### config.mk
export PLATFORM = sky130hd
export DESIGN_NAME = prog_loader_flat
export DESIGN_NICKNAME = d
export VERILOG_FILES = /design/src/rtl/prog_loader_pkg.sv /design/src/rtl/prog_loader_if.sv /design/src/rtl/prog_loader_byte_packer.sv /design/src/rtl/prog_loader.sv /design/src/flat_wrapper.sv
export SDC_FILE = /design/constraint.sdc
export NUM_CORES = 1
export LEC_CHECK = 0
export ABC_AREA = 1
export CAP_MARGIN = 20
export CORE_MARGIN = 2
export CORE_UTILIZATION = 45
export DETAILED_ROUTE_END_ITERATION = 7
export DONT_BUFFER_PORTS = 1
export REMOVE_ABC_BUFFERS = 1
export SLEW_MARGIN = 20
export SYNTH_ARGS = -nofsm -noshare
export SYNTH_HDL_FRONTEND = slang
export SYNTH_SLANG_ARGS = --single-unit
### constraint.sdc
create_clock -name clock -period 5.4 [get_ports clock]
set_clock_uncertainty 0.05 [all_clocks]
set_input_delay 0.81 -clock clock [delete_from_list [all_inputs] [get_ports clock]]
set_output_delay 0.81 -clock clock [all_outputs]
set_load 0.01 [all_outputs]
### src/rtl/prog_loader_pkg.sv
// Shared definitions for the byte-stream program loader: state encoding,
// frame geometry constants and the byte-acceptance helper.
package prog_loader_pkg;

  localparam int HEADER_BYTES = 4;
  localparam int COUNT_BYTES  = 2;
  localparam int WORD_BYTES   = 4;
  localparam int ADDR_STEP    = 4;
  localparam int LANE_W       = $clog2(WORD_BYTES);

  typedef enum logic [2:0] {
    HDR_CNT,
    HDR_ADDR,
    DATA,
    WRITE,
    CHK,
    DONE,
    ERR
  } state_t;

  // States in which the loader presents in_ready to the host link.
  function automatic logic accepts_bytes(input state_t s);
    return (s == HDR_CNT) || (s == HDR_ADDR) || (s == DATA) || (s == CHK);
  endfunction

endpackage

### src/rtl/prog_loader_if.sv
// Host byte stream plus ram data-port write bundle seen by the loader.
// slave = loader side, master = host/memory side.
interface prog_loader_if #(
  parameter int ADDRESS_BITS = 16
);

  logic                    in_valid;
  logic [7:0]              in_data;
  logic                    in_ready;
  logic                    mem_wEn;
  logic [ADDRESS_BITS-1:0] mem_address;
  logic [31:0]             mem_write_data;

  modport master (
    output in_valid,
    output in_data,
    input  in_ready,
    input  mem_wEn,
    input  mem_address,
    input  mem_write_data
  );

  modport slave (
    input  in_valid,
    input  in_data,
    output in_ready,
    output mem_wEn,
    output mem_address,
    output mem_write_data
  );

endinterface

### src/rtl/prog_loader_byte_packer.sv
// Little-endian byte-lane packer: lane counter, 32-bit word assembly and a
// word_valid pulse on the transfer that completes a word.
module prog_loader_byte_packer
  import prog_loader_pkg::*;
(
  input  logic              clock,
  input  logic              reset,
  input  logic              byte_valid,
  input  logic [7:0]        byte_data,
  output logic [LANE_W-1:0] lane,
  output logic [31:0]       word_next,
  output logic              word_valid
);

  logic [LANE_W-1:0] lane_reg;
  logic [31:0]       word_reg;

  // word_next already contains the byte being transferred this cycle, so the
  // parent can register a complete word on the same edge as the last byte.
  generate
    for (genvar gi = 0; gi < WORD_BYTES; gi++) begin : g_lane
      assign word_next[8*gi +: 8] = (byte_valid && lane_reg == LANE_W'(gi))
                                    ? byte_data : word_reg[8*gi +: 8];
    end
  endgenerate

  assign lane       = lane_reg;
  assign word_valid = byte_valid && (lane_reg == LANE_W'(WORD_BYTES - 1));

  always_ff @(posedge clock or posedge reset) begin
    if (reset) begin
      lane_reg <= '0;
      word_reg <= '0;
    end else if (byte_valid) begin
      lane_reg <= lane_reg + LANE_W'(1);
      word_reg <= word_next;
    end
  end

endmodule

### src/rtl/prog_loader.sv
// Framed byte-stream program loader: parses COUNT/ADDR header, writes LE words
// to ram and releases core reset on success. Optional trailing XOR checksum
// byte is enabled by defining LOADER_CHECKSUM_EN.
module prog_loader
  import prog_loader_pkg::*;
#(
  parameter int ADDRESS_BITS = 16
) (
  input  logic                    clock,
  input  logic                    reset,
  prog_loader_if.slave            bus,
  output logic                    core_reset,
  output logic                    done,
  output logic                    error,
  output logic [ADDRESS_BITS-1:0] words_written
);

`ifdef LOADER_CHECKSUM_EN
  localparam state_t FINAL_STATE = CHK;
`else
  localparam state_t FINAL_STATE = DONE;
`endif

  state_t state_reg, state_next;

  logic                    in_ready_reg;
  logic                    mem_wen_reg;
  logic [ADDRESS_BITS-1:0] mem_address_reg;
  logic [31:0]             mem_write_data_reg;
  logic                    core_reset_reg;
  logic                    done_reg;
  logic                    error_reg;
  logic [ADDRESS_BITS-1:0] words_written_reg;
  logic [ADDRESS_BITS-1:0] count_reg;
  logic [ADDRESS_BITS-1:0] addr_reg;
`ifdef LOADER_CHECKSUM_EN
  logic [7:0]              xor_reg;
`endif

  logic                    transfer;
  logic                    pack_valid;
  logic                    word_valid;
  logic                    hdr_done;
  logic [LANE_W-1:0]       lane;
  logic [31:0]             word_next;
  logic [ADDRESS_BITS-1:0] hdr_count;
  logic [ADDRESS_BITS-1:0] hdr_addr;

  assign transfer   = bus.in_valid & in_ready_reg;
  assign pack_valid = transfer & (state_reg != CHK);

  // The header travels through the packer as one word: {ADDR, COUNT}.
  assign hdr_done  = pack_valid && (state_reg == HDR_ADDR)
                     && (lane == LANE_W'(HEADER_BYTES - 1));
  assign hdr_count = ADDRESS_BITS'(word_next[15:0]);
  assign hdr_addr  = ADDRESS_BITS'(word_next[31:16]);

  prog_loader_byte_packer u_packer (
    .clock      (clock),
    .reset      (reset),
    .byte_valid (pack_valid),
    .byte_data  (bus.in_data),
    .lane       (lane),
    .word_next  (word_next),
    .word_valid (word_valid)
  );

  always_comb begin
    state_next = state_reg;
    case (state_reg)
      HDR_CNT: begin
        if (pack_valid && lane == LANE_W'(COUNT_BYTES - 1)) begin
          state_next = HDR_ADDR;
        end
      end
      HDR_ADDR: begin
        if (hdr_done) begin
          if (word_next[17:16] != 2'b00) begin
            state_next = ERR;
          end else if (hdr_count == '0) begin
            state_next = FINAL_STATE;
          end else begin
            state_next = DATA;
          end
        end
      end
      DATA: begin
        if (word_valid) begin
          state_next = WRITE;
        end
      end
      WRITE: begin
        state_next = (words_written_reg == count_reg) ? FINAL_STATE : DATA;
      end
`ifdef LOADER_CHECKSUM_EN
      CHK: begin
        if (transfer) begin
          state_next = (bus.in_data == xor_reg) ? DONE : ERR;
        end
      end
`endif
      default: state_next = state_reg;
    endcase
  end

  always_ff @(posedge clock or posedge reset) begin
    if (reset) begin
      state_reg          <= HDR_CNT;
      in_ready_reg       <= 1'b0;
      mem_wen_reg        <= 1'b0;
      mem_address_reg    <= '0;
      mem_write_data_reg <= '0;
      core_reset_reg     <= 1'b1;
      done_reg           <= 1'b0;
      error_reg          <= 1'b0;
      words_written_reg  <= '0;
      count_reg          <= '0;
      addr_reg           <= '0;
`ifdef LOADER_CHECKSUM_EN
      xor_reg            <= '0;
`endif
    end else begin
      state_reg    <= state_next;
      in_ready_reg <= accepts_bytes(state_next);
      mem_wen_reg  <= (state_next == WRITE);

      if (hdr_done) begin
        count_reg <= hdr_count;
        addr_reg  <= hdr_addr;
      end

      // Word, address and count are latched on the edge entering WRITE so
      // they are all visible during the single strobe cycle.
      if (state_reg == DATA && word_valid) begin
        mem_address_reg    <= addr_reg;
        mem_write_data_reg <= word_next;
        words_written_reg  <= words_written_reg + ADDRESS_BITS'(1);
      end

      if (state_reg == WRITE) begin
        addr_reg <= addr_reg + ADDRESS_BITS'(ADDR_STEP);
      end

`ifdef LOADER_CHECKSUM_EN
      if (state_reg == DATA && transfer) begin
        xor_reg <= xor_reg ^ bus.in_data;
      end
`endif

      if (state_next == DONE) begin
        done_reg       <= 1'b1;
        core_reset_reg <= 1'b0;
      end
      if (state_next == ERR) begin
        error_reg <= 1'b1;
      end
    end
  end

  assign bus.in_ready       = in_ready_reg;
  assign bus.mem_wEn        = mem_wen_reg;
  assign bus.mem_address    = mem_address_reg;
  assign bus.mem_write_data = mem_write_data_reg;
  assign core_reset         = core_reset_reg;
  assign done               = done_reg;
  assign error              = error_reg;
  assign words_written      = words_written_reg;

endmodule

### src/flat_wrapper.sv
// flat-port wrapper written by rule: the top's interface ports become plain ports
module prog_loader_flat import prog_loader_pkg::*;
#(
  parameter int ADDRESS_BITS = 16
)
  (clock, reset, core_reset, done, error, words_written, bus_in_valid, bus_in_data, bus_in_ready, bus_mem_wEn, bus_mem_address, bus_mem_write_data);
  prog_loader_if #(.ADDRESS_BITS(ADDRESS_BITS)) bus_i ();
  input  logic clock;
  input  logic reset;
  output logic core_reset;
  output logic done;
  output logic error;
  output logic [ADDRESS_BITS-1:0] words_written;
  input wire logic [$bits(bus_i.in_valid)-1:0] bus_in_valid;
  input wire logic [$bits(bus_i.in_data)-1:0] bus_in_data;
  output wire logic [$bits(bus_i.in_ready)-1:0] bus_in_ready;
  output wire logic [$bits(bus_i.mem_wEn)-1:0] bus_mem_wEn;
  output wire logic [$bits(bus_i.mem_address)-1:0] bus_mem_address;
  output wire logic [$bits(bus_i.mem_write_data)-1:0] bus_mem_write_data;
  assign bus_i.in_valid = bus_in_valid;
  assign bus_i.in_data = bus_in_data;
  assign bus_in_ready = bus_i.in_ready;
  assign bus_mem_wEn = bus_i.mem_wEn;
  assign bus_mem_address = bus_i.mem_address;
  assign bus_mem_write_data = bus_i.mem_write_data;
  prog_loader #(.ADDRESS_BITS(ADDRESS_BITS)) u_core (.clock(clock), .reset(reset), .bus(bus_i), .core_reset(core_reset), .done(done), .error(error), .words_written(words_written));
endmodule
==> results.yml, run 1 <==
power:
  power.density_nw_per_um2: 320
  vdd_drop_max_uv: 235
  leakagePower_nw: 3.45
worst_setup_path:
  critPathKind: "register to register"
  worstSetupEndpointType: "register"
  crit_family: "simple AND/OR/NAND/NOR gates"
  crit_arrival_ps: 2860
  cp.depth: 9
  path_cells: "nand2_1, a21oi_4, nand2_4, nor2_8, inv_2, buf_4, nor3_1, nand2_1, xor2_1"
  worstPathBufferInverterCount: 2
  crit_slowest_cell: "nor2_8"
  ff2ff_setup_slack_ps: 2790
  required_ps: 5660
  max_stage_delay_ps: 440
  startpoint: "u_core.bus.in_ready"
  ff2ff_path_depth: 9
  crit_path_start_kind: "register"
  crit_top_cell: "nand2_1"
  endpoint: "u_core.words_written[5]"
  reg2reg_from: "u_core.bus.in_ready"
  cp_max_fo: 77
  r2r_end: "u_core.words_written[5]"
min_path:
  worstHoldPathType: "input port to asynchronous set/reset pin"
yosys:
  synth_area_um2: 6120
  syn_avg_cell_area_um2: 9.23
  yosys-top-cells-count: "nand2_1, dfrtp_1, inv_1"
  synth-seq-area-share_pct: 56.4
  synth_edf_count: 0
  synth.most_common_cell: "nand2_1"
  async_flop_share_pct: 100
  syn-instance-count: 663
  ys_seq_elements: 138
  synth_top_cell_area_share_pct: 56.0
  ys_top_cells_by_area: "dfrtp_1, nand2_1, o21ai_0"
  synth_ff_type: "dfrtp_1"
  yosys.area.top_type: "dfrtp_1"
  ys.warnings.count: 0
  yosysUniqueCellTypes: 41
global_routing:
  grt_pass1_wl_mm: 22.7
  track_usage_pct: 20.2
  antenna_found_initial: 0
  grt_overflow: 0
  grt_pass1_vias: 4394
  grt_max_degree: 86
timing:
  tightest_slew_ps: 766
  slew_headroom_pct: 48.9
  fin_crit_ps: 2610
  fmax_ghz: 0.384
  report.final.hold_viol_count: 0
  grt_setup_unrepaired: "no"
  drv_slew: 0
  finalCritPeriodShare_pct: 48.3
  tns_ps: 0
  setup_violations: 0
  whs_ps: 356
floorplan:
  placementRows: 42
  dieHeight_um: 121
  dieArea_um2: 14600
  core_um2: 13200
  die_w_um: 121
  start_util_pct: 46.2
  io_pins: 80
final_layout:
  layout.nets: 678
  fill_cells: 1249
  post-route-util_pct: 51.4
  drive_above_1_share_pct: 12.3
  finalInstanceArea_um2: 6810
  diodes: 0
  syn_to_final_growth_pct: 11.2
flow_run:
  cap_violations: 0
clocking:
  cts_hold_buffers: 0
  h-tree-depth: 4
  cts_tree: "yes"
  clkSinkCount: 138
  numCtsBuffers: 17
  post_cts_buffers: 0
  clk_pin_slew_ps: 60
  cts_resized: 0
  cts-root-buf: "clkbuf_16"
  clockBufferDepth: 2
  worstSkewPairLatency_ps: 420
routing:
  vias: 4306
  wl_mm: 13.6
  viasPerCell: 5.07
  drt_iter0_markers: 334
  first_pass_iters: 4
  postRouteAntennaNets: 0
  route.detailed.drc: 0
  wire_per_inst_um: 16.0
place:
  portBuffers: 0
  dpl.hpwl_mm: 9.38
  gp_congestion: 0.807
  place_area_um2: 6240
run_status:
  status: "completed"
through the flow:
stage / power, W / instances / worst slack, ps
after global placement: 0.00108 / 818 / 2510
after detailed placement: 0.00108 / 818 / 2440
after global routing: 0.00224 / 849 / 2550
after floorplan: 0.00107 / 640 / 845
after CTS: 0.00219 / 849 / 2780
final: 0.00217 / 849 / 2790
power breakdown:
part	internal, W	switching, W
Clock	0.000695	0.000421
Combinational	0.00000104	0.0000230
Sequential	0.00103	0
kinds of logic after synthesis:
logic type | after synthesis | synth area share (%)
adder cells (fa/ha/maj) | 6 | 1.23
AO/OA/AOI/OAI | 102 | 9.52
AND/OR/NAND/NOR | 295 | 22.4
flip-flops | 138 | 56.4
XOR/XNOR | 29 | 4.15
buffers and inverters | 93 | 6.23
layout by cell type (no fill, tap or decap), types with 2 or more instances in the layout:
| cell type | instances |
|---|---|
| clkbuf_16 | 17 |
| nand2_1 | 174 |
| inv_1 | 66 |
| nor2_2 | 4 |
| o31ai_1 | 2 |
| ha_1 | 6 |
| nand2_2 | 23 |
| inv_2 | 3 |
| a31oi_1 | 6 |
| nand2_4 | 5 |
| nor2_4 | 3 |
| nor3_1 | 7 |
| xor2_1 | 27 |
| bufinv_16 | 2 |
| o21ai_0 | 62 |
| xnor2_1 | 2 |
| dfrtp_1 | 137 |
| nand3_1 | 15 |
| clkbuf_1 | 3 |
| or2_2 | 3 |
| a21oi_1 | 9 |
| o221ai_1 | 6 |
| clkinv_2 | 6 |
| clkbuf_8 | 2 |
| o22ai_1 | 3 |
| nand4_1 | 17 |
| nor2_1 | 36 |
| buf_4 | 2 |
| o21ai_2 | 3 |
| o21ai_1 | 7 |
layer usage:
metal | up-vias | track usage [%] | share of wire [%] | routed length [um]
li1 | 2126 | - | - | -
met1 | 2046 | 27.1 | 46 | 6310
met4 | 0 | 8.65 | 2.2 | 296
met3 | 25 | 6.27 | 6.3 | 858
met2 | 109 | 30.2 | 45 | 6160
met5 | - | 0 | 0 | 0
how the worst min path moves through the flow:
stage	endpoint	start	cells after the start	slack [ps]
after floorplan	u_core.u_packer.word_reg[31]	u_core.u_packer.word_reg[31]	2	390
after global placement	u_core.core_reset	u_core.core_reset	2	410
after detailed placement	u_core.u_packer.word_reg[31]	u_core.u_packer.word_reg[31]	2	420
after CTS	u_core.bus.mem_write_data[14]	reset	1	380
after global routing	u_core.count_reg[14]	reset	1	410
final	u_core.count_reg[14]	reset	1	360
final cells by class:
type	instances	area, um2	share of cell area [%]
Sequential cell	138	3450	50.8
Multi-Input combinational cell	432	2290	33.6
Tap cell	176	220	3.24
Clock buffer	22	464	6.82
Timing Repair Buffer	2	15.0	0.221
Clock inverter	9	97.6	1.43
Inverter	70	268	3.93
(Power assumes the default switching activity.)
==> run 2, diff against run 1 <==
- clock period: 5.4 -> 2.3 ns (I/O delays scaled with it)
==> run 2 against run 1 <==
Against the previous run:
- sequential cell count stayed put
- setup slack worse by 2700 ps
- fmax is 20% higher
- non-clock buffer count grew 11
- design area is 2.6% higher
- global-route usage up 0.41 points
- register-to-register slack got worse by 2700 ps
- critical path depth increased by 1
- core utilization grew 1.3 points
- clock power increased by 140%
==> results.yml, run 2 (synthesis results as in run 1) <==
run_status:
  status: "completed"
worst_setup_path:
  worstPathBufferInverterCount: 0
  path_cells: "nand2_1, a21oi_4, nand2_4, nor2_8, nand2_2, nor2_4, nand2_1, nor4_2, nand2_1, xnor2_1"
  max_stage_delay_ps: 400
  crit_arrival_ps: 2420
  crit_family: "simple AND/OR/NAND/NOR gates"
  crit_path_start_kind: "register"
  crit_slowest_cell: "dfrtp_1"
  cp_max_fo: 16
  crit_top_cell: "nand2_1"
  required_ps: 2550
  critPathKind: "register to register"
  worstSetupEndpointType: "register"
final_layout:
  layout.cells.non_filler: 862
  final_common_cell: "nand2_1"
  post-route-util_pct: 52.7
  drive_above_1_share_pct: 15.0
  finalInstanceArea_um2: 6980
  final_cell_mix: "nand2_1, dfrtp_1, inv_1"
  layout.nets: 690
  diodes: 0
  syn_to_final_growth_pct: 14.1
  fill_cells: 1224
timing:
  finalCritPeriodShare_pct: 94.3
  fmax_ghz: 0.461
  grt_setup_unrepaired: "yes"
  slew_headroom_pct: 61.7
  drv_slew: 0
  report.final.hold_viol_count: 0
  tightest_slew_ps: 574
  fin_crit_ps: 2170
  setup_violations: 0
clocking:
  h-tree-depth: 4
  clockBufferDepth: 2
  numCtsBuffers: 17
  cts-root-buf: "clkbuf_16"
  cts_tree: "yes"
  worstSkewPairLatency_ps: 420
  clk_pin_slew_ps: 60
  clkSinkCount: 138
place:
  gp_congestion: 0.859
  place_area_um2: 6320
  portBuffers: 0
  dpl.hpwl_mm: 9.81
  dp_cells: 827
routing:
  viasPerCell: 5.15
  wl_mm: 13.8
  route.detailed.drc: 0
  vias: 4440
  wire_per_inst_um: 16.0
  drt_iter0_markers: 270
  postRouteAntennaNets: 0
  first_pass_iters: 4
power:
  power.density_nw_per_um2: 735
  vdd_drop_max_uv: 598
  leakagePower_nw: 3.50
global_routing:
  grt_max_degree: 54
  antenna_found_initial: 0
  grt_overflow: 0
  grt_pass1_vias: 4531
  track_usage_pct: 20.6
  grt_pass1_wl_mm: 23.3
floorplan:
  die_w_um: 121
  core_um2: 13200
  dieHeight_um: 121
  io_pins: 80
  dieArea_um2: 14600
  start_util_pct: 46.2
  placementRows: 42
flow_run:
  cap_violations: 0
min_path:
  worstHoldPathType: "input port to register"
-- run 2: cell types whose count changed in the layout (fill, tap and decap cells not counted), moves of 3 or more --
cell	delta
buf_4	+7
clkinv_2	-4
clkinv_4	+3
clkinvlp_4	+5
-- run 2: final timing paths --
| path | startpoint | end | slack [ps] | cells past startpoint |
|---|---|---|---|---|
| setup / recovery | u_core.bus.in_ready | u_core.words_written[15] | 130 | 10 |
| hold / removal | bus_in_data[7] | u_core.u_packer.word_reg[31] | 20 | 2 |
| setup reg to reg | u_core.bus.in_ready | u_core.words_written[15] | 130 | 10 |
| hold reg to reg | u_core.core_reset | u_core.core_reset | 420 | 2 |
| max in group asynchronous | reset | u_core.core_reset | 1100 | 3 |
| min in group asynchronous | reset | u_core.bus.mem_address[13] | 410 | 2 |
-- run 2: per-layer routing --
| metal | global-route usage [%] | up-vias | wire length [um] |
|---|---|---|---|
| li1 | - | 2153 | - |
| met1 | 27.0 | 2159 | 6180 |
| met2 | 32.0 | 113 | 6480 |
| met3 | 7.59 | 15 | 896 |
| met4 | 6.10 | 0 | 191 |
| met5 | 0 | - | 0 |
-- run 2: cell type report --
type | count | area (um2) | area share (%)
repair buffers | 13 | 120 | 1.72
multi-input cells | 433 | 2340 | 33.5
clock inverters | 14 | 150 | 2.15
flip-flops and latches | 138 | 3450 | 49.5
clock buffers | 18 | 429 | 6.15
well taps | 176 | 220 | 3.15
inverters | 70 | 270 | 3.87
-- run 2: power breakdown --
part / switching [W] / internal [W]
Clock: 0.00104 / 0.00159
Sequential: 0 / 0.00243
Combinational: 0.0000555 / 0.00000812
-- run 2: timing repair --
action,in CTS,in global routing
endpoints found under the setup margin,0,7
hold buffers,1,0
endpoints found under the hold margin,50,0
resized for setup,0,12
setup buffers,0,1
-- run 2: metrics by stage --
stage	power [W]	hold slack (ps)	setup slack, ps	TNS (ps)
global route	0.00530	5.42	-38.5	-38.5
floorplan	0.00251	394	-1790	-245960
CTS	0.00520	3.58	21.4	0
global placement	0.00254	233	72.1	0
finish	0.00513	18.7	131	0
detailed placement	0.00254	236	25.3	0
